$ cat src/rtl/encoder_pkg.sv
// Shared definitions for the registered request encoder / round-robin arbiter.
package encoder_pkg;

    // Arbitration mode select values
    localparam logic MODE_FIXED = 1'b0;
    localparam logic MODE_RR    = 1'b1;

    // IDLE: no grant outstanding; HOLD: grant presented and waiting for out_ready
    typedef enum logic {
        IDLE = 1'b0,
        HOLD = 1'b1
    } state_t;

endpackage

$ cat src/rtl/encoder_rr_search.sv
// Combinational circular priority search: starting at index 'start' and
// moving downward with wrap at M, returns the first set request bit.
module encoder_rr_search
    import encoder_pkg::*;
#(
    parameter int M  = 8,
    parameter int N  = 3,
    parameter int PW = $clog2(M)
) (
    input  logic [M-1:0]  req,
    input  logic [PW-1:0] start,
    output logic [N-1:0]  idx,
    output logic          found
);

    // pos[k] is the requester examined at search step k; hit[k] says it is pending
    logic [PW-1:0] pos [M];
    logic [M-1:0]  hit;

    generate
        for (genvar gi = 0; gi < M; gi++) begin : g_step
            // start - gi, wrapped at M (start is always < M, so one correction suffices)
            assign pos[gi] = (int'(start) >= gi) ? PW'(int'(start) - gi)
                                                 : PW'(int'(start) + M - gi);
            assign hit[gi] = req[pos[gi]];
        end
    endgenerate

    // Pick the earliest search step that hits; later (lower k) assignments win
    always_comb begin
        idx   = '0;
        found = 1'b0;
        for (int k = M - 1; k >= 0; k--) begin
            if (hit[k]) begin
                idx   = N'(pos[k]);
                found = 1'b1;
            end
        end
    end

endmodule

$ cat src/rtl/encoder_rr_arbiter.sv
// Registered M-to-N request encoder with fixed-priority / round-robin
// selection and a valid/ready output handshake. All outputs are registered.
module encoder_rr_arbiter
    import encoder_pkg::*;
#(
    parameter int M = 8,
    parameter int N = 3
) (
    input  logic         clk,
    input  logic         rst,
    input  logic         en,
    input  logic         mode,
    input  logic [M-1:0] req,
    output logic         out_valid,
    input  logic         out_ready,
    output logic [N-1:0] y,
    output logic [M-1:0] grant
);

    localparam int PW = $clog2(M);

    // Reject parameter sets the index output cannot represent
    generate
        if (M < 2 || (1 << N) < M) begin : g_param_check
            $error("encoder_rr_arbiter: need M >= 2 and 2**N >= M");
        end
    endgenerate

    state_t        state_reg;
    logic [PW-1:0] ptr_reg;
    logic [N-1:0]  y_reg;
    logic [M-1:0]  grant_reg;
    logic          valid_reg;

    logic          handshake;
    logic          arb_event;
    logic [PW-1:0] ptr_next;
    logic [PW-1:0] start;
    logic [N-1:0]  w_idx;
    logic          w_found;
    logic [M-1:0]  grant_next;

    // Consumer accepts the held grant this cycle
    assign handshake = valid_reg && out_ready;

    // The just-served requester drops to lowest priority; a back-to-back
    // re-arbitration in the same cycle must already see the rotated pointer
    assign ptr_next = handshake ? ((y_reg == '0) ? PW'(M - 1) : PW'(y_reg - 1'b1))
                                : ptr_reg;

    // Fixed priority is a circular search that always starts at the top index
    assign start = (mode == MODE_RR) ? ptr_next : PW'(M - 1);

    encoder_rr_search #(
        .M  (M),
        .N  (N),
        .PW (PW)
    ) u_search (
        .req   (req),
        .start (start),
        .idx   (w_idx),
        .found (w_found)
    );

    // w_found is equivalent to req != 0
    assign arb_event = en && w_found && ((state_reg == IDLE) || handshake);

    generate
        for (genvar gi = 0; gi < M; gi++) begin : g_onehot
            assign grant_next[gi] = (w_idx == N'(gi));
        end
    endgenerate

    // Arbitration FSM with pointer and registered outputs; reset drops any pending grant
    always_ff @(posedge clk) begin
        if (rst) begin
            state_reg <= IDLE;
            ptr_reg   <= PW'(M - 1);
            y_reg     <= '0;
            grant_reg <= '0;
            valid_reg <= 1'b0;
        end else begin
            ptr_reg <= ptr_next;
            unique case (state_reg)
                IDLE: begin
                    if (arb_event) begin
                        state_reg <= HOLD;
                        y_reg     <= w_idx;
                        grant_reg <= grant_next;
                        valid_reg <= 1'b1;
                    end
                end
                HOLD: begin
                    if (arb_event) begin
                        y_reg     <= w_idx;
                        grant_reg <= grant_next;
                        valid_reg <= 1'b1;
                    end else if (handshake) begin
                        state_reg <= IDLE;
                        y_reg     <= '0;
                        grant_reg <= '0;
                        valid_reg <= 1'b0;
                    end
                end
                default: begin
                    state_reg <= IDLE;
                    y_reg     <= '0;
                    grant_reg <= '0;
                    valid_reg <= 1'b0;
                end
            endcase
        end
    end

    assign out_valid = valid_reg;
    assign y         = y_reg;
    assign grant     = grant_reg;

endmodule

$ cat config.mk
export PLATFORM = sky130hd
export DESIGN_NAME = encoder_rr_arbiter
export DESIGN_NICKNAME = d
export VERILOG_FILES = /design/src/rtl/encoder_pkg.sv /design/src/rtl/encoder_rr_search.sv /design/src/rtl/encoder_rr_arbiter.sv
export SDC_FILE = /design/constraint.sdc
export NUM_CORES = 1
export LEC_CHECK = 0
export ABC_CLOCK_PERIOD_IN_PS = 4100
export BUFFER_PORTS_ARGS = -buffer_cell sky130_fd_sc_hd__buf_2
export CAP_MARGIN = 10
export CELL_PAD_IN_SITES_DETAIL_PLACEMENT = 1
export CELL_PAD_IN_SITES_GLOBAL_PLACEMENT = 2
export CORE_MARGIN = 2
export CORE_UTILIZATION = 30
export CTS_CLUSTER_SIZE = 40
export DETAILED_ROUTE_END_ITERATION = 10
export PLACE_DENSITY_LB_ADDON = 0.1
export SLEW_MARGIN = 0
export SYNTH_ARGS = -nofsm -noshare
export SYNTH_HDL_FRONTEND = slang
export SYNTH_SLANG_ARGS = --single-unit
export TNS_END_PERCENT = 30
$ cat constraint.sdc
create_clock -name clk -period 4.1 [get_ports clk]
set_input_delay 0.205 -clock clk [delete_from_list [all_inputs] [get_ports clk]]
set_output_delay 0.205 -clock clk [all_outputs]
set_load 0.005 [all_outputs]
==> impl_metrics.toml, run 1 <==
[cts]
clock_latency_ps = 240
root_buffer = "clkbuf_8"
cts_buffers = 3
htreeDepth = 1
cts_max_path_buffers = 2
tritoncts = "built"
cts.clk_slew.worst_paths_ps = 60
clkSinkCount = 16
cts_hold_buf = 0

[detailed_routing]
drt_iter0_drc = 103
wire_per_inst_um = 17.6
viasPerCell = 5.56
vias = 1506
ant_nets = 0
routed_wl_um = 4780
drc = 0
firstDrtPassIters = 4

[logic_synthesis]
synth_common_cells = "dfxtp_1, nand2_1, a21oi_1"
synth_top_area_cell = "dfxtp_1"
ys_ff_latch = 16
seq_area_frac_synth_pct = 21.8
synthSimpleGateAreaFrac_pct = 20.4
synth_compound_area_share_pct = 31.5
netlist_area_sq_um = 1470
yosysTopAreaCellShare_pct = 21.8
syn_nets = 190
synthTopCellsByArea = "dfxtp_1, mux2i_1, mux4_2"
ys.flop_type = "dfxtp_1"
synth_xor_area_share_pct = 1.79
synth.area.mux_share_pct = 15.8
async_flop_share_pct = 0
synth_area_per_cell_sq_um = 8.53
synth_cell_type_count = 60
synth_edf_count = 0
ys_warn_count = 0
synthCells = 172
synth_top_family_by_area = "compound AO/OA/AOI/OAI gates"
yosys.area_share.adder_pct = 4.26

[worst_setup_path]
crit_path_end_kind = "register"
rr_startpoint = "y[0]$_SDFFE_PP0P_"
cp.arrival_ps = 4030
r2r_cells = 14
path_buf_inv = 2
cp_top_family = "compound AO/OA/AOI/OAI gates"
cp-start-kind = "register"
path_class = "reg2reg"
max_stage_delay_ps = 520
cpMaxStageDelayCell = "or4bb_1"
crit_path_start = "y[0]$_SDFFE_PP0P_"
worstSetupPathDepth = 14
rrSetupSlack_ps = 220
crit_path_max_fanout = 6
required_ps = 4240
path_cells = "inv_1 > ha_1 > ha_1 > nand4b_2 > a21bo_1 > ha_2 > inv_1 > a221oi_2 > nor3_1 > or4bb_1 > a311o_1 > a22oi_2 > nor2_1 > a22o_1"

[final_layout]
diodes = 0
final_area_sq_um = 1790
drive_gt1_share_pct = 27.0
register_area_sq_um = 320
multiInputGateArea_sq_um = 1110
largest_register_ffs = 8
finalNetCount = 223
n_fill_cell = 589
syn2layout_area_growth_pct = 22.2
utilization_pct = 38.0

[sta]
fin_crit_ps = 3880
slew-limit-headroom_pct = 62.4
maxSlewViolCount = 0
hold_viol_final = 0
period_share_pct = 94.7
finalClockSkew_ps = 1.40
fin_ws_ps = 216
setup_violations = 0
worstMarginPinSlew_ps = 564
fin_hold_ws_ps = 259
clock.fmax_ghz = 0.257
rsz0062_at_grt = "true"

[global_route]
first_global_vias = 1535
track_usage_pct = 18.4
grt_max_degree = 17
grt_pass1_wl_um = 7850
overflow = 0
antenna_found_initial = 0

[placed_design]
placed_cell_area_sq_um = 1700
pre_cts_ws_ps = 10.9
port_buffers = 24
gp_congestion = 0.863
hpwl_um = 3870

[floorplanning]
design.core.area_sq_um = 4720
start_util_pct = 31.1
die-width_um = 73.9
die_height_um = 73.9
num_io_pins = 25
rows = 25
dieArea_sq_um = 5470

[power]
power_frac_comb_pct = 36.1
p_int_mw = 0.326
pwr-share-clk_pct = 28.5
power.leakage_nw = 0.799
swShare_pct = 33.0
seqPwrFrac_pct = 35.4
power_mw = 0.487
switchingPower_mw = 0.161
vdd_drop_max_uv = 247
power_density_nw_per_um2 = 271

[hold_path]
min_from = "rst"
worstHoldPathCells = 2
min_path_type = "in2reg"

[run]
drv_cap = 0

[run_status]
status = "completed"
path summary, 6_finish.rpt:
path / to
max: grant[5]$_SDFFE_PP0P_
min: y[1]$_SDFFE_PP0P_
max reg2reg: grant[5]$_SDFFE_PP0P_
min reg2reg: grant[3]$_SDFFE_PP0P_
layer usage:
layer / routed length (um) / share of wire, % / vias up / global-route usage, %
met5: 0 / 0 / - / 0
met4: 29 / 0.61 / 0 / 4.04
met3: 99 / 2.1 / 4 / 0.813
met2: 2460 / 51 / 29 / 33.1
met1: 2190 / 46 / 747 / 24.4
li1: - / - / 726 / -
kinds of logic (layout without fill, tap and decap cells):
family / after synthesis / count (layout)
mux: 18 / 18
compound gates: 61 / 61
xor+xnor: 3 / 3
fa+ha+maj: 5 / 5
simple gates: 54 / 54
flops: 16 / 16
buf+inv: 15 / 47
power by group through the flow:
stage	Clock, mW	Combinational (mW)	Sequential, mW
3_3_place_gp	0	0.166	0.175
2_1_floorplan	0	0.110	0.175
4_1_cts	0.143	0.171	0.173
6_report	0.139	0.176	0.172
3_5_place_dp	0	0.169	0.176
5_1_grt	0.153	0.195	0.174
per-stage QoR:
stage          instances  TNS [ps]
6_report             271         0
5_1_grt              271     -39.9
4_1_cts              270         0
3_5_place_dp         266         0
3_3_place_gp         266         0
2_1_floorplan        172         0
cell usage in the layout, fill, tap and decap left out, drive strengths merged, types with 6 or more instances in the layout:
master	count
buf	33
mux2i	10
a22o	6
inv	10
nor2	10
nand2	16
o211ai	6
dfxtp	16
o21ai	7
a21oi	11
cell type report:
cell class / instances / area share (%)
Clock buffer: 4 / 3.07
Inverter: 10 / 2.09
Multi-Input combinational cell: 141 / 61.8
Sequential cell: 16 / 17.9
Tap cell: 67 / 4.68
Timing Repair Buffer: 33 / 10.5
what timing repair did:
item	4_1_cts	5_1_grt
pin swaps	0	1
gates cloned	0	0
gates resized for setup	1	5
endpoints found under the setup margin	2	9
setup buffers	0	1
Note: power is estimated with default switching activity, not from simulation.
==> run 2, diff against run 1 <==
- GPL_TIMING_DRIVEN: unset -> 0
==> run 2 against run 1 <==
  * Critical path depth grew 1
  * Worst hold slack gained 30 ps
  * Clock skew hardly changed
  * Clock-buffer cell count did not move
  * Final cell count is 1.1% lower
  * Sequential power about the same
  * Die area unchanged
  * Clock power hardly changed
  * First-iteration DRC count decreased by 30%
  * Global-route usage is 0.39 points lower
  * Largest cell class unchanged
==> impl_metrics.toml, run 2 (synthesis gave the netlist of run 1 again) <==
[sta]
finalClockSkew_ps = 1.25
fin_ws_ps = 224
slew-limit-headroom_pct = 59.5
hold_viol_final = 0
clock.fmax_ghz = 0.258
fin_crit_ps = 3880
maxSlewViolCount = 0
setup_violations = 0
tns_ps = 0
worstMarginPinSlew_ps = 592
period_share_pct = 94.5

[floorplanning]
design.core.area_sq_um = 4720
die_height_um = 73.9
dieArea_sq_um = 5470
num_io_pins = 25
start_util_pct = 31.1
die-width_um = 73.9
rows = 25

[detailed_routing]
ant_nets = 0
vias = 1483
wire_per_inst_um = 17.2
viasPerCell = 5.53
drt_iter0_drc = 72
routed_wl_um = 4600
firstDrtPassIters = 4
drc = 0

[cts]
tritoncts = "built"
cts_hold_buf = 0
root_buffer = "clkbuf_8"
clkSinkCount = 16
cts_buffers = 3
htreeDepth = 1
clock_latency_ps = 250
cts_max_path_buffers = 2
cts.clk_slew.worst_paths_ps = 60

[worst_setup_path]
cp_top_family = "compound AO/OA/AOI/OAI gates"
path_cells = "inv_1 > ha_1 > ha_1 > nand4b_4 > a21bo_1 > buf_6 > ha_4 > clkinvlp_4 > a221oi_4 > nor3_4 > or4bb_1 > a311o_1 > a22oi_2 > nor2b_1 > a22o_1"
max_stage_delay_ps = 490
required_ps = 4240
crit_path_start = "y[0]$_SDFFE_PP0P_"
rr_startpoint = "y[0]$_SDFFE_PP0P_"
cp_common_cell = "ha_1"
crit_path_max_fanout = 17
path_class = "reg2reg"
r2r_end = "grant[1]$_SDFFE_PP0P_"
path_buf_inv = 3
cp-start-kind = "register"
r2r_cells = 15
cpMaxStageDelayCell = "or4bb_1"
rrSetupSlack_ps = 220
cp.arrival_ps = 4020
crit_path_end_kind = "register"

[global_route]
grt_pass1_wl_um = 7620
use_met1_pct = 22.0
grt_busiest_layer = "met2"
track_usage_pct = 18.0
met3_usage_pct = 1.08
grt_util_met2_pct = 33.2
antenna_found_initial = 0
overflow = 0
first_global_vias = 1571
grt_max_degree = 12

[hold_path]
worstHoldPathCells = 2
whs_endpoint = "out_valid$_SDFFE_PP0P_"
min_path_type = "in2reg"
min_from = "out_ready"

[final_layout]
mostFrequentLayoutCell = "buf_2"
multiInputGateArea_sq_um = 1200
largest_register_ffs = 8
instances_no_fill = 268
drive_gt1_share_pct = 29.4
finalNetCount = 220
n_fill_cell = 568
diodes = 0
register_area_sq_um = 324
syn2layout_area_growth_pct = 27.8
layout_common_cells = "buf_2, nand2_1, dfxtp_1, a21oi_1, inv_1"

[power]
power_mw = 0.494
vdd_drop_max_uv = 174
power_density_nw_per_um2 = 264
power.leakage_nw = 0.801

[run_status]
status = "completed"

[run]
drv_cap = 0

[placed_design]
pre_cts_ws_ps = -654
hpwl_um = 3660
dp_cells = 262
port_buffers = 23
gp_congestion = 0.906
-- run 2: layout make-up --
| type | count | share of cell area (%) |
|---|---|---|
| plain buffers | 3 | 1.40 |
| clock buffers | 4 | 2.94 |
| inverters | 10 | 2.20 |
| multi-input cells | 141 | 64.0 |
| flip-flops and latches | 16 | 17.3 |
| well taps | 67 | 4.47 |
| repair buffers | 27 | 7.74 |
-- run 2: worst max path at each step --
stage	endpoint	slack (ps)	cells after the start
2_1_floorplan	grant[1]$_SDFFE_PP0P_	90	17
3_3_place_gp	grant[4]$_SDFFE_PP0P_	-620	17
3_5_place_dp	grant[5]$_SDFFE_PP0P_	-650	17
4_1_cts	grant[4]$_SDFFE_PP0P_	10	15
5_1_grt	y[1]$_SDFFE_PP0P_	-1	16
6_report	grant[1]$_SDFFE_PP0P_	220	15
-- run 2: report_power, final --
group	leakage [nW]	switching, mW	internal, mW
clock network	0.0288	0.0525	0.0851
logic	0.641	0.104	0.0795
registers	0.131	0.00788	0.165
-- run 2: layer usage --
layer | vias to the layer above | wire, um
met3 | 8 | 163
li1 | 726 | -
met5 | - | 0
met1 | 722 | 1980
met2 | 27 | 2380
met4 | 0 | 85
-- run 2: repair_timing --
action / 4_1_cts / 5_1_grt
setup buffers: 2 / 2
gates resized for setup: 14 / 15
pin swaps: 2 / 3
setup endpoints to repair: 13 / 11
-- run 2: metrics by stage --
step | util (%) | hold slack, ps | cell area (sq um)
after floorplan | - | 320 | 1470
after global placement | 35.3 | 446 | 1670
after detailed placement | 35.3 | 449 | 1670
after CTS | 38.4 | 283 | 1810
after global routing | 39.7 | 293 | 1880
final | 39.7 | 289 | 1880
